### src/rtl/simon_pkg.sv
// Shared types and helpers for the Simon Says game controller.
package simon_pkg;

  typedef enum logic [2:0] {
    S_IDLE     = 3'd0,
    S_EXTEND   = 3'd1,
    S_SHOW_ON  = 3'd2,
    S_SHOW_OFF = 3'd3,
    S_WAIT_IN  = 3'd4,
    S_PAUSE    = 3'd5,
    S_WIN      = 3'd6,
    S_LOSE     = 3'd7
  } simon_state_t;

  typedef logic [1:0] color_t;

  localparam logic [3:0] LED_ALL = 4'b1111;

  function automatic logic [3:0] onehot(input color_t c);
    onehot = 4'b0001 << c;
  endfunction

endpackage

### src/rtl/simon_seq_mem.sv
// Colour sequence store: synchronous write, combinational read; contents are not reset.
module simon_seq_mem
  import simon_pkg::*;
#(
  parameter int ADDR_W = 5
) (
  input  logic              clk,
  input  logic              we,
  input  logic [ADDR_W-1:0] waddr,
  input  color_t            wdata,
  input  logic [ADDR_W-1:0] raddr,
  output color_t            rdata
);

  localparam int DEPTH = 1 << ADDR_W;

  color_t mem_r [DEPTH];

  // Write port
  always_ff @(posedge clk) begin
    if (we) begin
      mem_r[waddr] <= wdata;
    end
  end

  assign rdata = mem_r[raddr];

endmodule

### src/rtl/simon_sequencer.sv
// Simon Says game controller: grows a random colour sequence, plays it on one-hot LEDs,
// checks the player's presses and reports level plus sticky win/lose.
module simon_sequencer
  import simon_pkg::*;
#(
  parameter int MAX_LEN       = 32,
  parameter int ON_TICKS      = 5,
  parameter int OFF_TICKS     = 2,
  parameter int TIMEOUT_TICKS = 30,
  parameter int LEN_W         = $clog2(MAX_LEN + 1)
) (
  input  logic             clk,
  input  logic             rst,
  input  logic             start,
  input  logic             tick,
  input  logic [11:0]      rand_val,
  output logic             rand_en,
  input  logic             btn_valid,
  input  logic [1:0]       btn_color,
  output logic [3:0]       led,
  output logic [LEN_W-1:0] level,
  output logic             busy,
  output logic             win,
  output logic             lose
);

  localparam int ADDR_W  = (MAX_LEN > 1) ? $clog2(MAX_LEN) : 1;
  localparam int MAX_A   = (ON_TICKS > OFF_TICKS) ? ON_TICKS : OFF_TICKS;
  localparam int CNT_MAX = (MAX_A > TIMEOUT_TICKS) ? MAX_A : TIMEOUT_TICKS;
  localparam int CNT_W   = $clog2(CNT_MAX + 1);

  simon_state_t     state_r, state_s;
  logic [LEN_W-1:0] len_r, len_s;
  logic [LEN_W-1:0] pos_r, pos_s;
  logic [CNT_W-1:0] cnt_r, cnt_s;
  logic [CNT_W-1:0] cnt_inc_s;
  logic             last_s;
  logic             mem_we_s;
  color_t           rd_color_s;
  logic [3:0]       led_s;
  logic             rand_en_r, busy_r, win_r, lose_r;
  logic             unused_rand_s;

  assign unused_rand_s = ^rand_val[11:2];
  assign cnt_inc_s     = cnt_r + CNT_W'(1);
  assign last_s        = (pos_r == (len_r - LEN_W'(1)));

  simon_seq_mem #(.ADDR_W(ADDR_W)) u_mem (
    .clk   (clk),
    .we    (mem_we_s),
    .waddr (len_r[ADDR_W-1:0]),
    .wdata (rand_val[1:0]),
    .raddr (pos_r[ADDR_W-1:0]),
    .rdata (rd_color_s)
  );

  // Next-state logic for the game FSM and its counters
  always_comb begin
    state_s  = state_r;
    len_s    = len_r;
    pos_s    = pos_r;
    cnt_s    = cnt_r;
    mem_we_s = 1'b0;
    case (state_r)
      S_IDLE, S_WIN, S_LOSE: begin
        if (start) begin
          len_s   = {LEN_W{1'b0}};
          pos_s   = {LEN_W{1'b0}};
          cnt_s   = {CNT_W{1'b0}};
          state_s = S_EXTEND;
        end else begin
          state_s = state_r;
        end
      end
      S_EXTEND: begin
        mem_we_s = 1'b1;
        len_s    = len_r + LEN_W'(1);
        pos_s    = {LEN_W{1'b0}};
        cnt_s    = {CNT_W{1'b0}};
        state_s  = S_SHOW_ON;
      end
      S_SHOW_ON: begin
        if (tick) begin
          if (cnt_inc_s == CNT_W'(ON_TICKS)) begin
            cnt_s   = {CNT_W{1'b0}};
            state_s = S_SHOW_OFF;
          end else begin
            cnt_s = cnt_inc_s;
          end
        end else begin
          cnt_s = cnt_r;
        end
      end
      S_SHOW_OFF: begin
        if (tick) begin
          if (cnt_inc_s == CNT_W'(OFF_TICKS)) begin
            cnt_s = {CNT_W{1'b0}};
            if (last_s) begin
              pos_s   = {LEN_W{1'b0}};
              state_s = S_WAIT_IN;
            end else begin
              pos_s   = pos_r + LEN_W'(1);
              state_s = S_SHOW_ON;
            end
          end else begin
            cnt_s = cnt_inc_s;
          end
        end else begin
          cnt_s = cnt_r;
        end
      end
      S_WAIT_IN: begin
        // A press takes priority; a coincident tick is dropped
        if (btn_valid) begin
          if (btn_color == rd_color_s) begin
            cnt_s = {CNT_W{1'b0}};
            if (last_s) begin
              if (len_r == LEN_W'(MAX_LEN)) begin
                state_s = S_WIN;
              end else begin
                state_s = S_PAUSE;
              end
            end else begin
              pos_s = pos_r + LEN_W'(1);
            end
          end else begin
            state_s = S_LOSE;
          end
        end else if (tick) begin
          if (cnt_inc_s == CNT_W'(TIMEOUT_TICKS)) begin
            state_s = S_LOSE;
          end else begin
            cnt_s = cnt_inc_s;
          end
        end else begin
          cnt_s = cnt_r;
        end
      end
      S_PAUSE: begin
        if (tick) begin
          if (cnt_inc_s == CNT_W'(OFF_TICKS)) begin
            cnt_s   = {CNT_W{1'b0}};
            state_s = S_EXTEND;
          end else begin
            cnt_s = cnt_inc_s;
          end
        end else begin
          cnt_s = cnt_r;
        end
      end
      default: begin
        state_s = S_IDLE;
      end
    endcase
  end

  // State, counters and registered status flags
  always_ff @(posedge clk or posedge rst) begin
    if (rst) begin
      state_r   <= S_IDLE;
      len_r     <= {LEN_W{1'b0}};
      pos_r     <= {LEN_W{1'b0}};
      cnt_r     <= {CNT_W{1'b0}};
      rand_en_r <= 1'b0;
      busy_r    <= 1'b0;
      win_r     <= 1'b0;
      lose_r    <= 1'b0;
    end else begin
      state_r   <= state_s;
      len_r     <= len_s;
      pos_r     <= pos_s;
      cnt_r     <= cnt_s;
      rand_en_r <= (state_s == S_EXTEND);
      busy_r    <= !((state_s == S_IDLE) || (state_s == S_WIN) || (state_s == S_LOSE));
      win_r     <= (state_s == S_WIN);
      lose_r    <= (state_s == S_LOSE);
    end
  end

  // LED decode from registered state, so async reset blanks it at once
  always_comb begin
    case (state_r)
      S_SHOW_ON: led_s = onehot(rd_color_s);
      S_WIN:     led_s = LED_ALL;
      default:   led_s = 4'b0000;
    endcase
  end

  assign led     = led_s;
  assign rand_en = rand_en_r;
  assign level   = len_r;
  assign busy    = busy_r;
  assign win     = win_r;
  assign lose    = lose_r;

endmodule

### config.mk
export PLATFORM = sky130hd
export DESIGN_NAME = simon_sequencer
export DESIGN_NICKNAME = d
export VERILOG_FILES = /design/src/rtl/simon_pkg.sv /design/src/rtl/simon_seq_mem.sv /design/src/rtl/simon_sequencer.sv
export SDC_FILE = /design/constraint.sdc
export NUM_CORES = 1
export LEC_CHECK = 0
export ABC_AREA = 1
export CAP_MARGIN = 20
export CELL_PAD_IN_SITES_DETAIL_PLACEMENT = 0
export CELL_PAD_IN_SITES_GLOBAL_PLACEMENT = 2
export CORE_MARGIN = 2
export CORE_UTILIZATION = 40
export DETAILED_ROUTE_END_ITERATION = 8
export GPL_TIMING_DRIVEN = 0
export PLACE_DENSITY = 0.87
export SYNTH_ARGS = -nofsm -noshare
export SYNTH_HDL_FRONTEND = slang
export SYNTH_HIERARCHICAL = 1
export SYNTH_SLANG_ARGS = --single-unit
### constraint.sdc
create_clock -name clk -period 5.9 [get_ports clk]
set_input_delay 1.18 -clock clk [delete_from_list [all_inputs] [get_ports clk]]
set_output_delay 1.18 -clock clk [all_outputs]
set_load 0.01 [all_outputs]
# Word-level counts from Yosys, hierarchy flattened
# Memories as Yosys holds them, arrays and structs flattened.
# Index checks and enable logic that the tools add are counted.
[op_classes]
n_reduce_logical = 12
eq_ne = 27
addsub = 4
shifts = 1
mux = 38
[op_table]
columns = ["cell", "count"]
rows = [
  ["two-way mux 5 bit", 9],
  ["two-way mux 6 bit", 7],
  ["two-way mux 3 bit", 13],
  ["case mux 5 bit (5 select lines)", 1],
  ["case mux 6 bit (4 select lines)", 1],
  ["== test 3 bit, second input constant", 6],
  ["case mux 3 bit (6 select lines)", 1],
  ["inequality test 2 bit, second input constant", 7],
  ["adder 6 x 1 -> 6 bit, second input constant", 2],
  ["case mux 6 bit (2 select lines)", 1],
  ["inequality test 3 bit, second input constant", 3],
  ["case mux 4 bit (2 select lines)", 1],
  ["AND reduction 7 bit", 1],
  ["== test 3 x 1 -> 1 bit, second input constant", 2],
  ["== test 3 x 2 -> 1 bit, second input constant", 2],
  ["== test 6 bit", 1],
  ["== test 6 bit, second input constant", 1],
  ["zero test 3 bit", 2],
  ["AND reduction 6 bit", 1],
  ["subtractor 6 x 1 -> 6 bit, second input constant", 1],
  ["adder 5 x 1 -> 5 bit, second input constant", 1],
  ["== test 5 x 2 -> 1 bit, second input constant", 1],
  ["== test 5 x 3 -> 1 bit, second input constant", 1],
  ["== test 5 bit, second input constant", 1],
  ["12 further kinds", 15],
]
[word_totals]
n_memories = 1
reg_bits = 24
output_inout_bits = 14
ramBits = 64
input_bits = 19
word_cells = 91
[mem_list]
columns = ["name", "depth", "width", "rd", "rd_ports_with_merged_regs", "wr", "line_no", "source"]
rows = [
  ["u_mem.mem_r", 32, 2, 1, 0, 1, "simon_seq_mem.sv:17", "color_t mem_r [DEPTH];"],
]

# Longest topological paths before layout
# Gate-level depths: netlist of the first run.
[depth]
ltp_word = 10
ltp_mapped = 21
depth_no_buf = 19

# Modules after synthesis
# Netlist of the first run, hierarchy kept.
[by_module_without_submodules]
columns = ["module", "seq_area_each_um2", "instances", "area_per_inst_um2", "cells_each"]
rows = [
  ["simon_seq_mem", 1921.8, 1, 2870.3, 267],
  ["simon_sequencer", 600.6, 1, 1890.6, 272],
]

# Worst setup path after synthesis of the first run
# Ideal clock, no wire load.
[synth_path]
kind = "register -> output"
from = "reg pos_r[1]"
to = "out led[0]"
setup_slack_ps = 3228
arrival_time_ps = 1492
required_ps = 4720
path_buffers = 2
path_stages_with_launch = 14
cell_sequence = "dfrtp_1 buf_4 inv_4 buf_6 nand3_1 nand3_1 nand2_1 nand2_1 nand2_1 nand2_1 nand2_1 inv_1 nand2_1 a21oi_1"
[synth_between]
elab_chain_cells = 3
[synth_rtl]
columns = ["item", "line_no", "source"]
rows = [
  ["from (decl)", "simon_sequencer.sv:34", "logic [LEN_W-1:0] pos_r, pos_s;"],
  ["from (signal assigned)", "simon_sequencer.sv:162", "pos_r <= {LEN_W{1'b0}};"],
  ["from (signal assigned)", "simon_sequencer.sv:171", "pos_r <= pos_s;"],
  ["memory (32 x 2 bit)", "-", ""],
  ["named net rd_color_s[1]", "simon_sequencer.sv:39", "color_t rd_color_s;"],
  ["left shift 1 x 2 -> 4 bit", "simon_pkg.sv:20", "onehot = 4'b0001 << c;"],
  ["case mux 4 bit (2 select lines)", "simon_sequencer.sv:182", "case (state_r)"],
  ["to (decl)", "simon_sequencer.sv:20", "output logic [3:0] led,"],
]
# The timed path passes the listed nets, and every way through them passes these cells.

# Worst setup path after layout of the first run
# Same ends and word-level chain as after synthesis.

==> results of run 1 <==
-- cells by family after synthesis --
kind of cell             share of synthesized area [%]
AND/OR/NAND/NOR                                  30.59
flip-flops                                       52.98
buffers and inverters                            7.254
AO/OA/AOI/OAI                                    5.309
XOR/XNOR                                         2.024
adder cells (fa/ha/maj)                          1.840
-- routing by layer --
layer  wire length [um]  part of all wire (%)  up-vias
met3                350                   3.2        8
met1               4811                    43     1752
met4                111                   1.0        0
li1                   -                     -     1867
met5                  0                     0        -
met2               5807                    52       61
-- Yosys cell counts, drive strengths merged --
library cell	count
edfxtp	64
ha	7
nor4	2
and2	1
nand3b	2
o22ai	2
nor2	71
nand3	81
o2111ai	5
o31ai	2
o311ai	1
clkinv	1
xnor2	2
buf	11
dfrtp	24
nand4	4
inv	57
o211ai	1
nand2	162
o32ai	1
or2	2
nor3	3
a22o	1
a21oi	12
o41ai	1
a22oi	1
xor2	9
o21ai	9
-- cells in the final DEF (no fill, tap or decap), types with 5 or more instances in the layout --
cell type,synthesis,final
nor2_1,66,66
dfrtp_1,24,24
inv_1,48,48
nand3_1,78,78
o21ai_1,5,5
xor2_1,9,9
nand2_1,146,146
edfxtp_1,64,64
clkbuf_16,0,13
ha_1,7,7
buf_6,7,7
inv_2,7,7
a21oi_1,12,12
clkdlybuf4s50_1,0,22
nand2_2,15,15
-- how the worst max path moves through the flow --
stage / start / to / slack [ps] / cells after the start
after detailed placement: pos_r[1]$_DFFE_PP0P_ / led[0] / 2240 / 13
after floorplan: pos_r[1]$_DFFE_PP0P_ / led[0] / 3230 / 13
after global placement: pos_r[1]$_DFFE_PP0P_ / led[0] / 2320 / 13
after global routing: pos_r[1]$_DFFE_PP0P_ / led[0] / 1670 / 13
final: pos_r[1]$_DFFE_PP0P_ / led[0] / 1910 / 13
after CTS: pos_r[1]$_DFFE_PP0P_ / led[0] / 1860 / 13
-- stage by stage --
step	worst slack [ps]	area [sq um]	hold slack, ps	total power [mW]
global route	1666	5559	567.4	2.537
floorplan	3228	4761	471.1	1.479
global placement	2324	5160	488.9	1.741
finish	1907	5559	532.0	2.347
CTS	1858	5492	538.8	2.364
detailed placement	2244	5160	520.9	1.756
-- critical path, cell delays in order, from the launching register on --
cell	delay, ps
dfrtp_1	450
buf_4	210
buf_2	250
nand3_1	120
nand3_1	110
nand2_1	70
nand2_1	60
nand2_1	60
nand2_1	50
nand2_1	190
inv_1	130
nand2_1	60
a21oi_1	150
clkdlybuf4s50_1	560
-- flip-flops by register name, indices dropped and copies added (netlist names) --
| register | count |
|---|---|
| pos_r | 6 |
| state_r | 3 |
| lose | 1 |
| win | 1 |
| u_mem/mem_r | 64 |
| busy | 1 |
| level | 6 |
| cnt_r | 5 |
| rand_en | 1 |
-- power by group --
part | switching [mW] | total (mW) | internal (mW)
Sequential | 0.0658 | 0.780 | 0.714
Combinational | 0.627 | 0.962 | 0.335
Clock | 0.230 | 0.605 | 0.375
Total | 0.923 | 2.35 | 1.42
-- area by class of cell --
type	instances	area, sq um	area share, %
flip-flops and latches	88	2522	45.37
multi-input cells	382	1893	34.05
well taps	143	178.9	3.219
repair buffers	25	287.8	5.177
clock buffers	14	317.8	5.717
inverters	58	229.0	4.119
clock inverters	2	13.76	0.2476
plain buffers	11	116.4	2.093
==> flow_metrics.py, run 1 <==
metrics = {
    "cts": {
        "tritoncts": "built",
        "cts_setup_buffers": 0,
        "h-tree-depth": 3,
        "insertion_delay_ps": 340,
        "clk_path_buf_depth": 2,
        "cts_sinks": 88,
        "numCtsBuffers": 9,
        "hold_buffers": 0,
        "clkTransAtPathRegs_ps": 70,
        "cts_resized": 0,
        "cts_root_buf": "clkbuf_16",
    },
    "critical_path": {
        "path_max_fanout": 10,
        "r2r_end": "pos_r[1]$_DFFE_PP0P_",
        "critical_path_required_ps": 4720,
        "worst-setup-path-type": "register to output port",
        "reg2reg_depth": 19,
        "endpoint_kind": "output port",
        "r2r-start": "pos_r[1]$_DFFE_PP0P_",
        "cp_data_arrival_time_ps": 2810,
        "cp-start-kind": "register",
        "rrSetupSlack_ps": 2920,
    },
    "route": {
        "routedWlPerCell_um": 15.33,
        "drt_first_pass_iters": 4,
        "ant_nets": 0,
        "vias": 3688,
        "viasPerCell": 5.101,
        "wl_um": 11080,
        "drc": 0,
        "drt_first_iter_violations": 210,
    },
    "die": {
        "num_io_pins": 33,
        "fp-row-count": 39,
        "initial_utilization_pct": 41.34,
        "dieWidth_um": 113.1,
        "dieHeight_um": 113.1,
        "die_area_sq_mm": 0.01279,
        "core_sq_mm": 0.01152,
    },
    "synth": {
        "synthTopCellsByArea": "edfxtp_1 (40%), dfrtp_1 (13%), nand2_1 (12%), nand3_1 (8.2%), nor2_1 (5.2%)",
        "synth.distinct_cells": 44,
        "yosysTopAreaCell": "edfxtp_1",
        "ys_seq_elements": 88,
        "synth_top_area_share_pct": 40.37,
        "syn_nets": 565,
        "synth_seq_area_share_pct": 52.98,
        "syn_area_sq_mm": 0.004761,
        "synth_warnings": 6,
        "syn_inst": 539,
        "syn_area_per_cell_sq_um": 8.833,
    },
    "pwr": {
        "peakVddDrop_v": 0.0001850,
        "power_density_mw_per_mm2": 422.2,
        "p_leak_nw": 2.289,
    },
    "grt": {
        "grt.met2_usage_pct": 33.53,
        "grt_max_degree": 33,
        "top_usage_layer": "met2",
        "grt_overflow_total": 0,
        "met3_usage_pct": 3.160,
        "grt_use_met1_pct": 23.18,
        "antenna_found_initial": 0,
        "grt_pass1_vias": 3684,
        "grt_use_total_pct": 18.73,
        "grt_first_pass_wirelength_um": 18520,
    },
    "sta": {
        "finClkSkew_ps": 11.90,
        "worst_pin_slew_ps": 537.7,
        "min_period_over_period_pct": 67.67,
        "rsz0062_at_grt": "false",
        "hold_violations": 0,
        "slew_violations": 0,
        "fin_crit_ps": 3993,
        "finalSetupViolCount": 0,
        "max_freq_mhz": 250.5,
        "setup_tns_ps": 0,
        "slew-limit-headroom_pct": 64.05,
    },
    "place": {
        "io_buffer_count": 22,
        "dp_cells": 704,
        "gp_congestion": 0.8460,
        "hpwl_um": 8003,
    },
    "final_layout": {
        "fin_util_pct": 48.27,
        "nets": 601,
        "final_cells": 723,
        "syn_to_final_growth_pct": 16.77,
        "diodes": 0,
        "fillers": 1087,
        "final_layout_size_suffix_gt1_share_pct": 11.90,
    },
    "worst_hold_path": {
        "hp-start": "cnt_r[4]$_DFFE_PP0P_",
        "holdPathEnd": "cnt_r[4]$_DFFE_PP0P_",
        "hold_class": "register to register",
        "worstHoldPathCells": 2,
    },
    "run": {
        "cap_violations": 0,
    },
    "outcome": {
        "run_status": "finished, final reports clean",
    },
}
Power figures use the tool's default switching activity.
==> run 2: changes to the inputs <==
--- a/config.mk
+++ b/config.mk
@@ -10,10 +10,10 @@
 export CELL_PAD_IN_SITES_DETAIL_PLACEMENT = 0
 export CELL_PAD_IN_SITES_GLOBAL_PLACEMENT = 2
 export CORE_MARGIN = 2
-export CORE_UTILIZATION = 40
+export CORE_UTILIZATION = 37
 export DETAILED_ROUTE_END_ITERATION = 8
 export GPL_TIMING_DRIVEN = 0
-export PLACE_DENSITY = 0.87
+export PLACE_DENSITY = 0.81
 export SYNTH_ARGS = -nofsm -noshare
 export SYNTH_HDL_FRONTEND = slang
 export SYNTH_HIERARCHICAL = 1
==> constraint.sdc (replaced) <==
create_clock -name clk -period 3.86 [get_ports clk]
set_input_delay 0.772 -clock clk [delete_from_list [all_inputs] [get_ports clk]]
set_output_delay 0.772 -clock clk [all_outputs]
set_load 0.01 [all_outputs]
==> run 2 against run 1 <==
Clock power rose by 46%. Core utilization fell by 4.0 points. Critical path type unchanged. Register-to-register slack got worse by 2000 ps.
==> flow_metrics.py, run 2 (synthesis results as in run 1) <==
metrics = {
    "outcome": {
        "run_status": "finished, final reports clean",
    },
    "final_layout": {
        "diodes": 0,
        "seq_area_sq_mm": 0.002522,
        "final_common_cell": "nand2_1",
        "syn_to_final_growth_pct": 16.93,
        "most-common-layout-cells": "nand2_1 (146), nand3_1 (78), nor2_1 (66)",
        "fin_util_pct": 44.29,
        "nets": 601,
        "final_layout_size_suffix_gt1_share_pct": 11.72,
        "multiInputGateArea_sq_mm": 0.001893,
        "largest_reg_flops": 64,
        "largest-register": "u_mem/mem_r",
        "fillers": 1269,
    },
    "grt": {
        "antenna_found_initial": 0,
        "grt_overflow_total": 0,
        "grt_use_total_pct": 17.91,
        "grt_pass1_vias": 3581,
        "grt_first_pass_wirelength_um": 18820,
        "grt_max_degree": 33,
    },
    "pwr": {
        "peakVddDrop_v": 0.0002871,
        "p_int_mw": 2.138,
        "power_density_mw_per_mm2": 635.3,
        "p_leak_nw": 2.269,
        "pwr-share-seq_pct": 33.7,
        "swShare_pct": 39.56,
        "comb_power_share_pct": 41.3,
        "clockPowerShare_pct": 25.0,
        "power_switching_mw": 1.399,
    },
    "critical_path": {
        "crit_top_cell": "nand2_1",
        "cp_cell_sequence": "buf_4 -> buf_2 -> nand3_1 -> nand3_1 -> nand2_1 -> nand2_1 -> nand2_1 -> nand2_1 -> nand2_1 -> inv_1 -> nand2_1 -> a21oi_1 -> clkdlybuf4s50_1",
        "path_max_fanout": 10,
        "cp-start-kind": "register",
        "critPathSlowestCell": "clkdlybuf4s50_1",
        "endpoint_kind": "output port",
        "critical_path_required_ps": 3090,
        "rrSetupSlack_ps": 960,
        "r2r-start": "pos_r[1]$_DFFE_PP0P_",
        "crit_end": "led[0]",
        "reg2reg_depth": 19,
        "r2r_end": "pos_r[1]$_DFFE_PP0P_",
        "critPathLaunch": "pos_r[1]$_DFFE_PP0P_",
        "worst-setup-path-type": "register to output port",
        "cp_data_arrival_time_ps": 2690,
        "cpPeakStageDelay_ps": 550,
    },
    "sta": {
        "max_freq_mhz": 288.7,
        "slew_violations": 0,
        "finClkSkew_ps": 9.345,
        "rsz0062_at_grt": "false",
        "hold_violations": 0,
        "setup_tns_ps": 0,
        "worst_pin_slew_ps": 635.6,
        "fin_crit_ps": 3463,
        "slew-limit-headroom_pct": 57.50,
        "finalSetupViolCount": 0,
        "holdWs_ps": 506.1,
        "min_period_over_period_pct": 89.73,
    },
    "place": {
        "hpwl_um": 8406,
        "gp_congestion": 0.7966,
        "io_buffer_count": 22,
    },
    "die": {
        "num_io_pins": 33,
        "dieWidth_um": 117.4,
        "die_area_sq_mm": 0.01379,
        "dieHeight_um": 117.4,
        "initial_utilization_pct": 37.88,
        "fp-row-count": 41,
        "core_sq_mm": 0.01257,
    },
    "route": {
        "vias": 3669,
        "drt_first_pass_iters": 4,
        "ant_nets": 0,
        "viasPerCell": 4.879,
        "drc": 0,
        "drt_first_iter_violations": 262,
        "wl_um": 11490,
        "routedWlPerCell_um": 15.28,
    },
    "run": {
        "cap_violations": 0,
    },
    "cts": {
        "cts_root_buf": "clkbuf_16",
        "hold_buffers": 0,
        "tritoncts": "built",
        "cts_resized": 0,
        "insertion_delay_ps": 340,
        "h-tree-depth": 3,
        "clk_path_buf_depth": 2,
        "clkTransAtPathRegs_ps": 60,
        "cts_setup_buffers": 0,
        "cts_sinks": 88,
        "numCtsBuffers": 9,
    },
    "worst_hold_path": {
        "hold_class": "register to register",
    },
}
## run 2: cell types whose count changed in the layout (fill, tap and decap cells not counted)
cell        before  now
clkinvlp_4       0    1
clkbuf_16       13   11
buf_8            1    2
clkinv_2         2    1
clkbuf_1         1    2
## run 2: stage by stage
stage / instances / power (mW) / setup slack [ps] / cell area (sq um)
3_3_place_gp: 733 / 2.657 / 751.5 / 5196
5_1_grt: 752 / 3.840 / 144.2 / 5567
6_report: 752 / 3.537 / 396.5 / 5567
2_1_floorplan: 539 / 2.261 / 1509 / 4761
3_5_place_dp: 733 / 2.683 / 720.0 / 5196
4_1_cts: 749 / 3.583 / 322.4 / 5509
## run 2: power by group through the flow
stage | registers (mW) | clock network [mW] | logic, mW
2_1_floorplan | 1.19 | 0 | 1.07
5_1_grt | 1.21 | 0.969 | 1.67
3_5_place_dp | 1.21 | 0 | 1.47
4_1_cts | 1.19 | 0.914 | 1.48
3_3_place_gp | 1.21 | 0 | 1.45
6_report | 1.19 | 0.885 | 1.46
## run 2: layout make-up
cell class	instances	share of cell area [%]
Buffer	11	2.090
Clock buffer	14	5.327
Clock inverter	2	0.2922
Inverter	58	4.113
Multi-Input combinational cell	382	34.01
Sequential cell	88	45.31
Tap cell	172	3.866
Timing Repair Buffer	25	4.990
## run 2: critical path, delay by kind of cell (launching register included)
family | cells | cell delay, ps
and+or+nand+nor | 8 | 660
AOI/OAI and AO/OA | 1 | 120
buffers and inverters | 4 | 1130
DFF | 1 | 420
## run 2: worst min path at each step
stage	startpoint	endpoint	cells after the start
final	cnt_r[4]$_DFFE_PP0P_	cnt_r[4]$_DFFE_PP0P_	2
after global routing	cnt_r[3]$_DFFE_PP0P_	cnt_r[3]$_DFFE_PP0P_	2
after global placement	cnt_r[4]$_DFFE_PP0P_	cnt_r[4]$_DFFE_PP0P_	2
after floorplan	cnt_r[4]$_DFFE_PP0P_	cnt_r[4]$_DFFE_PP0P_	2
after CTS	cnt_r[4]$_DFFE_PP0P_	cnt_r[4]$_DFFE_PP0P_	2
after detailed placement	cnt_r[4]$_DFFE_PP0P_	cnt_r[4]$_DFFE_PP0P_	2
## run 2: routing by layer
layer	vias up	track usage, %	wire length (um)
li1	1868	-	-
met1	1758	22.63	5272
met2	41	30.63	5896
met3	2	4.377	276
met4	0	4.970	48
met5	-	0	0
